## src/rtl/fp_mul_share_arbiter.sv

```systemverilog
// Round-robin arbiter that time-shares one fixed-latency FP multiplier among NUM_REQ
// requesters. One multiply is in flight at a time. The winner's operands are held on
// the multiplier for LATENCY cycles, and the product is then returned on a valid/ready
// response channel.
module fp_mul_share_arbiter #(
  parameter int unsigned NUM_REQ = 4,
  parameter int unsigned ID_W    = 2,
  parameter int unsigned LATENCY = 3
) (
  input  logic                  clk,
  input  logic                  reset,
  input  logic [NUM_REQ-1:0]    req_valid,
  input  logic [NUM_REQ*32-1:0] req_a,
  input  logic [NUM_REQ*32-1:0] req_b,
  output logic [NUM_REQ-1:0]    req_ready,
  output logic [31:0]           mul_a,
  output logic [31:0]           mul_b,
  input  logic [31:0]           mul_s,
  input  logic                  mul_of,
  output logic [NUM_REQ-1:0]    resp_valid,
  input  logic [NUM_REQ-1:0]    resp_ready,
  output logic [31:0]           resp_s,
  output logic                  resp_of,
  output logic [ID_W-1:0]       grant_id,
  output logic                  busy
);

  localparam int unsigned    CntW    = (LATENCY > 1) ? $clog2(LATENCY) : 1;
  localparam logic [CntW-1:0] CntLast = CntW'(LATENCY - 1);
  localparam logic [ID_W-1:0] IdLast  = ID_W'(NUM_REQ - 1);

  typedef enum logic [1:0] {StIdle, StWait, StResp} state_e;

  state_e          state_q, state_d;
  logic [ID_W-1:0] rr_ptr_q, rr_ptr_d;
  logic [ID_W-1:0] grant_id_q, grant_id_d;
  logic [CntW-1:0] cnt_q, cnt_d;
  logic [31:0]     mul_a_q, mul_a_d;
  logic [31:0]     mul_b_q, mul_b_d;
  logic [31:0]     resp_s_q, resp_s_d;
  logic            resp_of_q, resp_of_d;

  logic            hi_found, lo_found, win_found;
  logic [ID_W-1:0] hi_id, lo_id, win_id;
  logic [31:0]     win_a, win_b;
  logic            resp_hs;

  // Round-robin pick: lowest requester at or above rr_ptr, else lowest overall (wrap).
  always_comb begin
    hi_found = 1'b0;
    lo_found = 1'b0;
    hi_id    = '0;
    lo_id    = '0;
    win_a    = '0;
    win_b    = '0;
    // Scan downwards so the last hit is the lowest index.
    for (int j = int'(NUM_REQ) - 1; j >= 0; j--) begin
      if (req_valid[j]) begin
        lo_found = 1'b1;
        lo_id    = ID_W'(j);
        if (ID_W'(j) >= rr_ptr_q) begin
          hi_found = 1'b1;
          hi_id    = ID_W'(j);
        end
      end
    end
    win_found = hi_found | lo_found;
    win_id    = hi_found ? hi_id : lo_id;
    for (int j = 0; j < int'(NUM_REQ); j++) begin
      if (win_id == ID_W'(j)) begin
        win_a = req_a[32*j +: 32];
        win_b = req_b[32*j +: 32];
      end
    end
  end

  // State and datapath registers, synchronous active-high reset.
  always_ff @(posedge clk) begin
    if (reset) begin
      state_q    <= StIdle;
      rr_ptr_q   <= '0;
      grant_id_q <= '0;
      cnt_q      <= '0;
      mul_a_q    <= '0;
      mul_b_q    <= '0;
      resp_s_q   <= '0;
      resp_of_q  <= 1'b0;
    end else begin
      state_q    <= state_d;
      rr_ptr_q   <= rr_ptr_d;
      grant_id_q <= grant_id_d;
      cnt_q      <= cnt_d;
      mul_a_q    <= mul_a_d;
      mul_b_q    <= mul_b_d;
      resp_s_q   <= resp_s_d;
      resp_of_q  <= resp_of_d;
    end
  end

  // Next-state logic: accept in IDLE, count out the multiplier latency, await handshake.
  always_comb begin
    state_d    = state_q;
    rr_ptr_d   = rr_ptr_q;
    grant_id_d = grant_id_q;
    cnt_d      = cnt_q;
    mul_a_d    = mul_a_q;
    mul_b_d    = mul_b_q;
    resp_s_d   = resp_s_q;
    resp_of_d  = resp_of_q;
    unique case (state_q)
      StIdle: begin
        if (win_found) begin
          mul_a_d    = win_a;
          mul_b_d    = win_b;
          grant_id_d = win_id;
          cnt_d      = '0;
          state_d    = StWait;
        end
      end
      StWait: begin
        cnt_d = cnt_q + 1'b1;
        if (cnt_q == CntLast) begin
          resp_s_d  = mul_s;
          resp_of_d = mul_of;
          state_d   = StResp;
        end
      end
      StResp: begin
        if (resp_hs) begin
          rr_ptr_d = (grant_id_q == IdLast) ? '0 : grant_id_q + 1'b1;
          state_d  = StIdle;
        end
      end
      default: state_d = StIdle;
    endcase
  end

  // Outputs: one-hot accept pulse in IDLE, one-hot response valid to the owner in RESP.
  always_comb begin
    req_ready  = '0;
    resp_valid = '0;
    for (int j = 0; j < int'(NUM_REQ); j++) begin
      // Gate with reset so no requester sees an accept for an op that will be dropped.
      req_ready[j]  = (state_q == StIdle) && !reset && win_found && (win_id == ID_W'(j));
      resp_valid[j] = (state_q == StResp) && (grant_id_q == ID_W'(j));
    end
    // resp_valid is one-hot, so only the owner's resp_ready can complete the handshake.
    resp_hs = |(resp_valid & resp_ready);
    busy    = (state_q != StIdle);
  end

  assign mul_a    = mul_a_q;
  assign mul_b    = mul_b_q;
  assign resp_s   = resp_s_q;
  assign resp_of  = resp_of_q;
  assign grant_id = grant_id_q;

endmodule

```

## config.mk

```make
export PLATFORM = sky130hd
export DESIGN_NAME = fp_mul_share_arbiter
export DESIGN_NICKNAME = d
export VERILOG_FILES = /design/src/rtl/fp_mul_share_arbiter.sv
export SDC_FILE = /design/constraint.sdc
export NUM_CORES = 1
export LEC_CHECK = 0
export CORE_AREA = 2 2 159 161
export DETAILED_ROUTE_END_ITERATION = 12
export DIE_AREA = 0 0 161 163
export GPL_TIMING_DRIVEN = 0
export PLACE_DENSITY_LB_ADDON = 0.1
export SYNTH_ARGS = -nofsm -noshare
export SYNTH_HDL_FRONTEND = slang
export SYNTH_SLANG_ARGS = --single-unit
```

## constraint.sdc

```tcl
create_clock -name clk -period 2.5 [get_ports clk]
set_clock_uncertainty 0.2 [all_clocks]
set_input_delay 0.5 -clock clk [delete_from_list [all_inputs] [get_ports clk]]
set_output_delay 0.5 -clock clk [all_outputs]
set_load 0.02 [all_outputs]
```

# Word level (Yosys, flattened, before mapping)
# Index checks and enable logic that the tools add are counted.
# totals
regBits	105
inputBits	299
out_inout_bits	108
wordCells	90
# op_classes
n_addsub	2
n_lt_le_gt_ge	4
eq_ne	12
n_mux	40
n_bitwise	2
reduce_logical	22
# op_table
op	count
2-to-1 mux 32 bit	8
2-to-1 mux 2 bit	18
== test 2 bit, second input constant	6
2-to-1 mux 1 bit	12
logical AND 1 bit	10
AND reduction 2 bit	4
== test 2 x 1 -> 1 bit, second input constant	3
zero test 2 bit	3
!= test 2 bit, second input constant	3
one-hot mux 2 bit (3 select lines)	1
adder 2 x 1 -> 2 bit, second input constant	2
bitwise AND 4 bit	1
greater-or-equal comparator 1 x 2 -> 1 bit, first input constant	2
greater-or-equal comparator 2 bit, first input constant	2
one-hot mux 2 bit (2 select lines)	1
nonzero test 2 bit	2
OR reduction 4 bit	1
AND reduction 3 bit	1
zero test 1 bit	1
OR 1 bit	1

# Longest topological paths before layout
# Gate-level depths: netlist (run 1).
# depth
depth_word	15
ltp_mapped	8
ltp_nobuf	7

# Least setup slack after synthesis (run 1)
# No wires, ideal clock.
# synth_path
path_kind	input to output
start	in req_valid[1]
end	out req_ready[2]
arrival_time_ps	1866
required_time_ps	1800
setup_slack_ps	-66
stages	6
path_buffers	2
path_cell_list	and2b_1 a221oi_2 or4_4 buf_6 buf_6 nor2_1
# synth_via
elab_chain_len	6
word_cells_on_any_way	15
cone_classes	eq/ne: 1; mux: 11; bitwise: 1; reduce/logical: 2
# synth_rtl
item	line	text
from (decl)	12	input logic [NUM_REQ-1:0] req_valid,
2-to-1 mux 2 bit / 2-to-1 mux 1 bit (equally long branches)	58	if (req_valid[j]) begin
2-to-1 mux 2 bit / 2-to-1 mux 1 bit (equally long branches)	61	if (ID_W'(j) >= rr_ptr_q) begin
2-to-1 mux 2 bit / 2-to-1 mux 1 bit (equally long branches)	58	
2-to-1 mux 2 bit / OR 1 bit (equally long branches)	68, 67	
== test 2 bit / logical AND 1 bit (equally long branches)	144	req_ready[j] = (state_q == StIdle) && !reset && win_found && (win_id == ID_W'(j));
logical AND 1 bit (*)	144	
to (decl)	15	output logic [NUM_REQ-1:0] req_ready,
# Every way passes the cells marked *; elsewhere a longest branch is shown, timed or not.

# Worst setup path in the final report (run 1)
# layout_path
start	reg rr_ptr_q[0]
end	out req_ready[3]
# layout_via
elab_chain_len	12
word_cells_on_any_way	25
cone_classes	order compare: 4; eq/ne: 1; mux: 17; bitwise: 1; reduce/logical: 2
# layout_rtl
item	line	text
from (decl)	35	logic [ID_W-1:0] rr_ptr_q, rr_ptr_d;
from (signal assigned)	90	rr_ptr_q <= rr_ptr_d;
greater-or-equal comparator 2 bit	61	
2-to-1 mux 2 bit / 2-to-1 mux 1 bit (equally long branches)	61	
2-to-1 mux 2 bit / 2-to-1 mux 1 bit (equally long branches)	58	
2-to-1 mux 2 bit / 2-to-1 mux 1 bit (equally long branches)	61	
2-to-1 mux 2 bit / 2-to-1 mux 1 bit (equally long branches)	58	
2-to-1 mux 2 bit / 2-to-1 mux 1 bit (equally long branches)	61	
2-to-1 mux 2 bit / 2-to-1 mux 1 bit (equally long branches)	58	
2-to-1 mux 2 bit / 2-to-1 mux 1 bit (equally long branches)	61	
2-to-1 mux 2 bit / 2-to-1 mux 1 bit (equally long branches)	58	
2-to-1 mux 2 bit / OR 1 bit (equally long branches)	68, 67	
== test 2 bit / logical AND 1 bit (equally long branches)	144	
logical AND 1 bit (*)	144	
# Marked as above.

==> results of run 1 <==
## final cells by class
class	instances	share of cell area, %
clock inverter	7	0.874
timing repair buffer	422	36.9
inverter	7	0.232
antenna	1	0.0221
clock buffer	9	1.99
buffer	72	3.30
multi-input combinational	543	34.3
tap	330	3.65
sequential	105	18.7
## sequential cells by signal, summed over array words and instances, names as in the netlist
| signal | flops |
|---|---|
| mul_a | 32 |
| mul_b | 32 |
| resp_s | 32 |
| cnt_q | 2 |
| grant_id | 2 |
| rr_ptr_q | 2 |
| state_q | 2 |
| resp_of | 1 |
## cells by family (layout without fill, tap and decap cells)
kind of cell	Yosys count	after routing	synth area share, %
AO/OA/AOI/OAI	238	238	30.5
adder cells (fa/ha/maj)	5	5	1.00
AND/OR/NAND/NOR	232	232	17.7
flip-flops	105	105	33.6
other	0	1	0
multiplexers	68	68	10.9
buffers and inverters	85	517	6.32
## per-stage QoR
| step | total power (uW) | hold WS, ns |
|---|---|---|
| floorplan | 2520 | 0.270 |
| global placement | 3390 | 0.242 |
| detailed placement | 3400 | 0.248 |
| CTS | 5050 | 0.262 |
| global route | 5200 | 0.272 |
| finish | 4990 | 0.259 |
## synth_stat cells, drive strengths merged
library cell / instances
a211oi: 1
a21boi: 1
a21o: 64
a21oi: 39
a221oi: 1
a22oi: 3
and2: 5
and2b: 1
buf: 33
clkbuf: 45
dfxtp: 105
ha: 5
inv: 7
mux2i: 68
nand2: 133
nand2b: 2
nand3: 2
nand4: 63
nor2: 17
nor2b: 2
nor3: 3
o211ai: 64
o21bai: 1
o221ai: 1
o31ai: 63
or2: 2
or4: 2
## layer usage
metal	wire, um	track usage (%)
met3	2310	6.32
met5	0	0
met1	12400	25.4
met2	14300	37.7
met4	412	5.28
## power by group
group          switching, uW  internal [uW]  total, uW
registers               64.6           1780       1850
clock network            848            741       1590
logic                    686            863       1550
## how the worst max path moves through the flow
stage	from	depth (start not counted)	to	slack [ns]
floorplan	req_valid[1]	6	req_ready[2]	-0.07
global placement	req_valid[0]	8	req_ready[1]	-1.52
detailed placement	req_valid[0]	8	req_ready[1]	-1.54
CTS	rr_ptr_q[1]	7	req_ready[1]	-0.03
global route	rr_ptr_q[0]	5	req_ready[3]	-0.03
finish	rr_ptr_q[0]	5	req_ready[3]	0.04
## critical path, delay by kind of cell, from the launching register on
| family | cells | cell delay, ns |
|---|---|---|
| flops | 1 | 0.36 |
| buf+inv | 1 | 0.12 |
| compound gates | 1 | 0.06 |
| simple gates | 3 | 0.83 |
## placed cells by master (no fill, tap or decap), types with 10 or more instances in the layout
| master | netlist | layout |
|---|---|---|
| buf_4 | 3 | 22 |
| nor2_1 | 15 | 10 |
| clkbuf_1 | 45 | 42 |
| nand2_1 | 132 | 131 |
| buf_2 | 16 | 12 |
| o211ai_1 | 26 | 26 |
| a21oi_1 | 37 | 36 |
| o31ai_1 | 63 | 63 |
| nand4_1 | 63 | 63 |
| dfxtp_1 | 105 | 99 |
| mux2i_1 | 67 | 67 |
| a21o_1 | 64 | 64 |
| clkdlybuf4s50_1 | 0 | 393 |
| o211ai_2 | 38 | 38 |
## what timing repair did
action                                  CTS  global route
pin swaps                                12             3
gates resized for setup                  94             6
setup buffers                            15             2
endpoints found under the setup margin   70             5
cloned                                    0             0
==> impl_results.md, run 1 <==
* Status: complete, no violations
* First-pass GRT wire length at 43200 um
* Row cnt at 58
* Routed vias at 7240
* Final ANT Viol Nets at 0
* Hold depth at 2
* Crit path required time at 1.80 ns
* Unrepaired setup endpoints after global routing: true
* VDD IR max at 0.286 mV
* Period utilisation layout at 98.3%
* Port Buffers at 405
* Worst path slowest cell: or4_4
* Worst min path class: flop to flop
* Number of synthesized register bits at 105
* 1st-iter DRT viols at 461
* Max-Cap Viols at 0
* Initial Util at 25.4%
* Mapped Nets at 1037
* Final WL at 29500 um
* Worst endpoint data arrival time at 1.76 ns
* Placed cell count at 1468
* Number of global-route vias before repair at 7347
* HP Start: resp_s[23]
* Nets at 1464
* Post-Synthesis Cells at 733
* R2R Path End: mul_a[7]
* DR vias/cell at 4.84
* Post-synthesis sequential area ratio at 33.6%
* H-tree level count at 3
* Worst R2R Setup Slack at 0.16 ns
* Die Ht at 163 um
* Final Max Tran Viols at 0
* Leak at 0.00418 uW
* Worst Setup Start Kind: flop
* Gr ovfl total at 0
* Detailed Place HPWL at 22500 um
* Synth area leader: dfxtp_1
* Placer Congestion at 0.801
* TritonRoute pass-1 iters at 4
* Worst hold endpoint: resp_s[23]
* Slowest cell delay on critical path at 0.59 ns
* Die area at 26200 um^2
* Clk_lat worst skew at 0.37 ns
* Final min period at 2.46 ns
* Clk sinks at 105
* Final instance area at 11300 um^2
* Final worst slack at 0.0413 ns
* Total negative slack at 0 ns
* Critical path class: flop to primary output
* Final Non-Filler Cells at 1496
* Cts bufs inserted at 9
* FMAX at 0.407 GHz
* Sequential cell area at 2110 um^2
* Post-synth top area share at 33.6%
* Average size of a mapped cell at 8.54 um^2
* Fill count at 2503
* Reg-to-Reg Start: rr_ptr_q[1]
* DRC Markers at 0
* Root Driver: clkbuf_16
* Yosys warnings at 0
* CTS tree: done
* Layout cell share with drive strength beyond 1 at 11.2%
* P&R area growth vs syn at 80.6%
* GRT Total Usage at 21.3%
* Worst reg2reg path depth at 8
* Largest net degree at the start of global routing at 24
* Clk buf depth at 2
* Tightest Pin Transition at 0.540 ns
* Final hold violation count at 0
* Io pins at 407
* # hold bufs at CTS at 0
* Die X at 161 um
* Multi-input logic area at 3880 um^2
* Pre-CTS setup slack at -1.54 ns
* DP Area at 10700 um^2
* Crit path capture type: primary output
* Crit-path cells: nand2b_4 > a21oi_4 > or4_4 > nor2_4 > buf_6
* Cell Pwr Density at 441 nW/um^2
* Top cells by area, synth: dfxtp_1 34%, mux2i_1 11%, nand2_1 7.9%, a21o_1 7.7%, o211ai_2 7.6%
* Antenna violations before repair at 0
* Post-synthesis cell area at 6260 um^2
* Finished Core Util at 45.8%
* Clk slew on worst S/H paths at 0.09 ns
* Crit Path Max Fanout at 4
* Average routed wire per standard cell at 19.7 um
* Rel. slew slack at 64.0%
* Netlist cell types at 38
* Final setup vio count at 0
* Core area at 24700 um^2
Note: power is estimated with default switching activity, not from simulation.
==> run 2: changes to the inputs <==
- SKIP_CTS_REPAIR_TIMING: default -> 1
- SLEW_MARGIN: default -> 20
==> run 2 against run 1 <==
Net effect:
- flip-flop and latch count unchanged
- largest cell class unchanged
- worst setup slack got worse by 0.10 ns
- hold slack about the same
- sequential share of layout area about the same
- the flow now finishes with violations (setup timing)
- largest power group unchanged
==> impl_results.md, run 2 (synthesized netlist as in run 1, its figures left out) <==
* Root Driver: clkbuf_16
* Gr ovfl total at 0 (unchanged)
* Worst R2R Setup Slack at 0.18 ns (+0.02 ns)
* N_diodes at 0 (-1)
* Crit-path cells: nor2_4 > nand2_4 > or4_4 > buf_12 > nor2_4 > buf_6
* Die Ht at 163 um (unchanged)
* Clk sinks at 105 (unchanged)
* Die area at 26200 um^2 (unchanged)
* Slowest cell delay on critical path at 0.55 ns (-0.04 ns)
* GRT Total Usage at 21.1% (-0.28 points)
* FMAX at 0.390 GHz (-4.1%)
* Final ANT Viol Nets at 0 (unchanged)
* DRC Markers at 0 (unchanged)
* Period utilisation layout at 103% (+4.2 points)
* Status: complete, but fails checks
* Row cnt at 58 (unchanged)
* Unrepaired setup endpoints after global routing: true
* H-tree level count at 3 (unchanged)
* Layout cell share with drive strength beyond 1 at 11.6% (+0.38 points)
* Worst endpoint data arrival time at 1.86 ns (+0.10 ns)
* Met1 wire length at 12400 um (-0.30%)
* VDD IR max at 0.289 mV (+1.3%)
* 1st-iter DRT viols at 413 (-10%)
* Crit path capture type: primary output
* Critical path class: flop to primary output
* Total negative slack at -0.227 ns (-0.227 ns)
* CP Buf/Inv Count at 2 (+1)
* Met2 wire len at 14100 um (-1.3%)
* Largest net degree at the start of global routing at 24 (unchanged)
* Worst min path class: flop to flop
* Commonest non-fill, non-tap cells in the layout: 393 x clkdlybuf4s50_1, 131 x nand2_1, 99 x dfxtp_1
* Met3 routed WL at 2290 um (-1.1%)
* Final min period at 2.56 ns (+0.104 ns)
* DR vias/cell at 4.84 (about the same)
* Clk buf depth at 2 (unchanged)
* Final worst slack at -0.0631 ns (-0.104 ns)
* Core area at 24700 um^2 (unchanged)
* Crit path max-delay family: simple AND/OR/NAND/NOR gates
* Worst Setup Start Kind: flop
* Antenna violations before repair at 0 (unchanged)
* Final setup vio count at 4 (+4)
* P&R area growth vs syn at 80.9%
* Max layer used: met4
* CTS tree: done
* First-pass GRT wire length at 42600 um (-1.2%)
* Final Max Tran Viols at 0 (unchanged)
* Clk slew on worst S/H paths at 0.10 ns (about the same)
* Worst path slowest cell: or4_4
* Max-Cap Viols at 0 (unchanged)
* Final hold violation count at 0 (unchanged)
* Crit Path Max Fanout at 5 (+1)
* Number of global-route vias before repair at 7249 (-1.3%)
* Failing checks: setup timing
* Final hold slack at 0.259 ns (+0.000309 ns)
* Initial Util at 25.4% (unchanged)
* Io pins at 407 (unchanged)
* Final WL at 29200 um (-0.87%)
* Clk_lat worst skew at 0.37 ns (about the same)
* Die X at 161 um (unchanged)
* Cts bufs inserted at 9 (unchanged)
* Tightest Pin Transition at 0.553 ns (+0.0133 ns)
* Placer Congestion at 0.801 (unchanged)
* Crit path required time at 1.80 ns (about the same)
* TritonRoute pass-1 iters at 5 (+1)
* Routed vias at 7253 (+0.18%)
* Nets at 1469 (+0.34%)
* Detailed Place HPWL at 22500 um (unchanged)
* Port Buffers at 405 (unchanged)
* Most used cell, CP: nor2_4
* Rel. slew slack at 63.1% (-0.89 points)
* Most common cell after layout, fill and taps aside: clkdlybuf4s50_1
* Average routed wire per standard cell at 19.5 um (-1.1%)
* Fill count at 2504 (+0.040%)
* Leak at 0.00423 uW (+1.3%)
* Cell Pwr Density at 440 nW/um^2 (-0.30%)
## run 2: power breakdown
part           switching (uW)  total (uW)  internal (uW)  leakage, uW
sequential               64.6        1850           1780     0.000862
clock                     849        1590            741     0.000157
combinational             680        1540            864      0.00322
## run 2: final cells by class
type,count,area [um^2],share of cell area [%]
clock inverters,7,98.8,0.873
clock buffers,9,225,1.99
repair buffers,425,4200,37.1
multi-input cells,543,3860,34.1
inverters,7,26.3,0.232
well taps,330,413,3.65
plain buffers,74,393,3.47
flip-flops and latches,105,2110,18.7
## run 2: path summary, 6_finish.rpt
| path | depth (start not counted) | end | startpoint |
|---|---|---|---|
| worst max-delay path | 6 | req_ready[3] | state_q[1] |
| worst max register to register | 7 | mul_b[0] | rr_ptr_q[1] |
| worst min register to register | 2 | resp_s[23] | resp_s[23] |
| worst min-delay path | 2 | resp_s[23] | resp_s[23] |
## run 2: per-layer routing
metal / vias up / global-route usage [%]
met1: 3359 / 25.4
li1: 3595 / -
met5: - / 0
met2: 278 / 36.7
met3: 21 / 6.32
met4: 0 / 5.24
## run 2: metrics by stage
step                total power (uW)  util [%]  std cells  setup WS [ns]  instance area (um^2)
floorplan                       2520         -        733        -0.0658                  6260
global placement                3390      43.5       1468          -1.52                 10700
detailed placement              3400      43.5       1468          -1.54                 10700
CTS                             5000      44.8       1484          -1.54                 11000
global route                    5200      45.9       1500         -0.135                 11300
finish                          4980      45.9       1500        -0.0631                 11300
## run 2: worst reg2reg max path, stage by stage (launching register included)
cell and delay [ns]:
dfxtp_4 0.40, mux2i_4 0.28, nor2_4 0.10, nor3_4 0.27, buf_4 0.17, buf_2 0.29, mux2i_1 0.35, o211ai_1 0.12
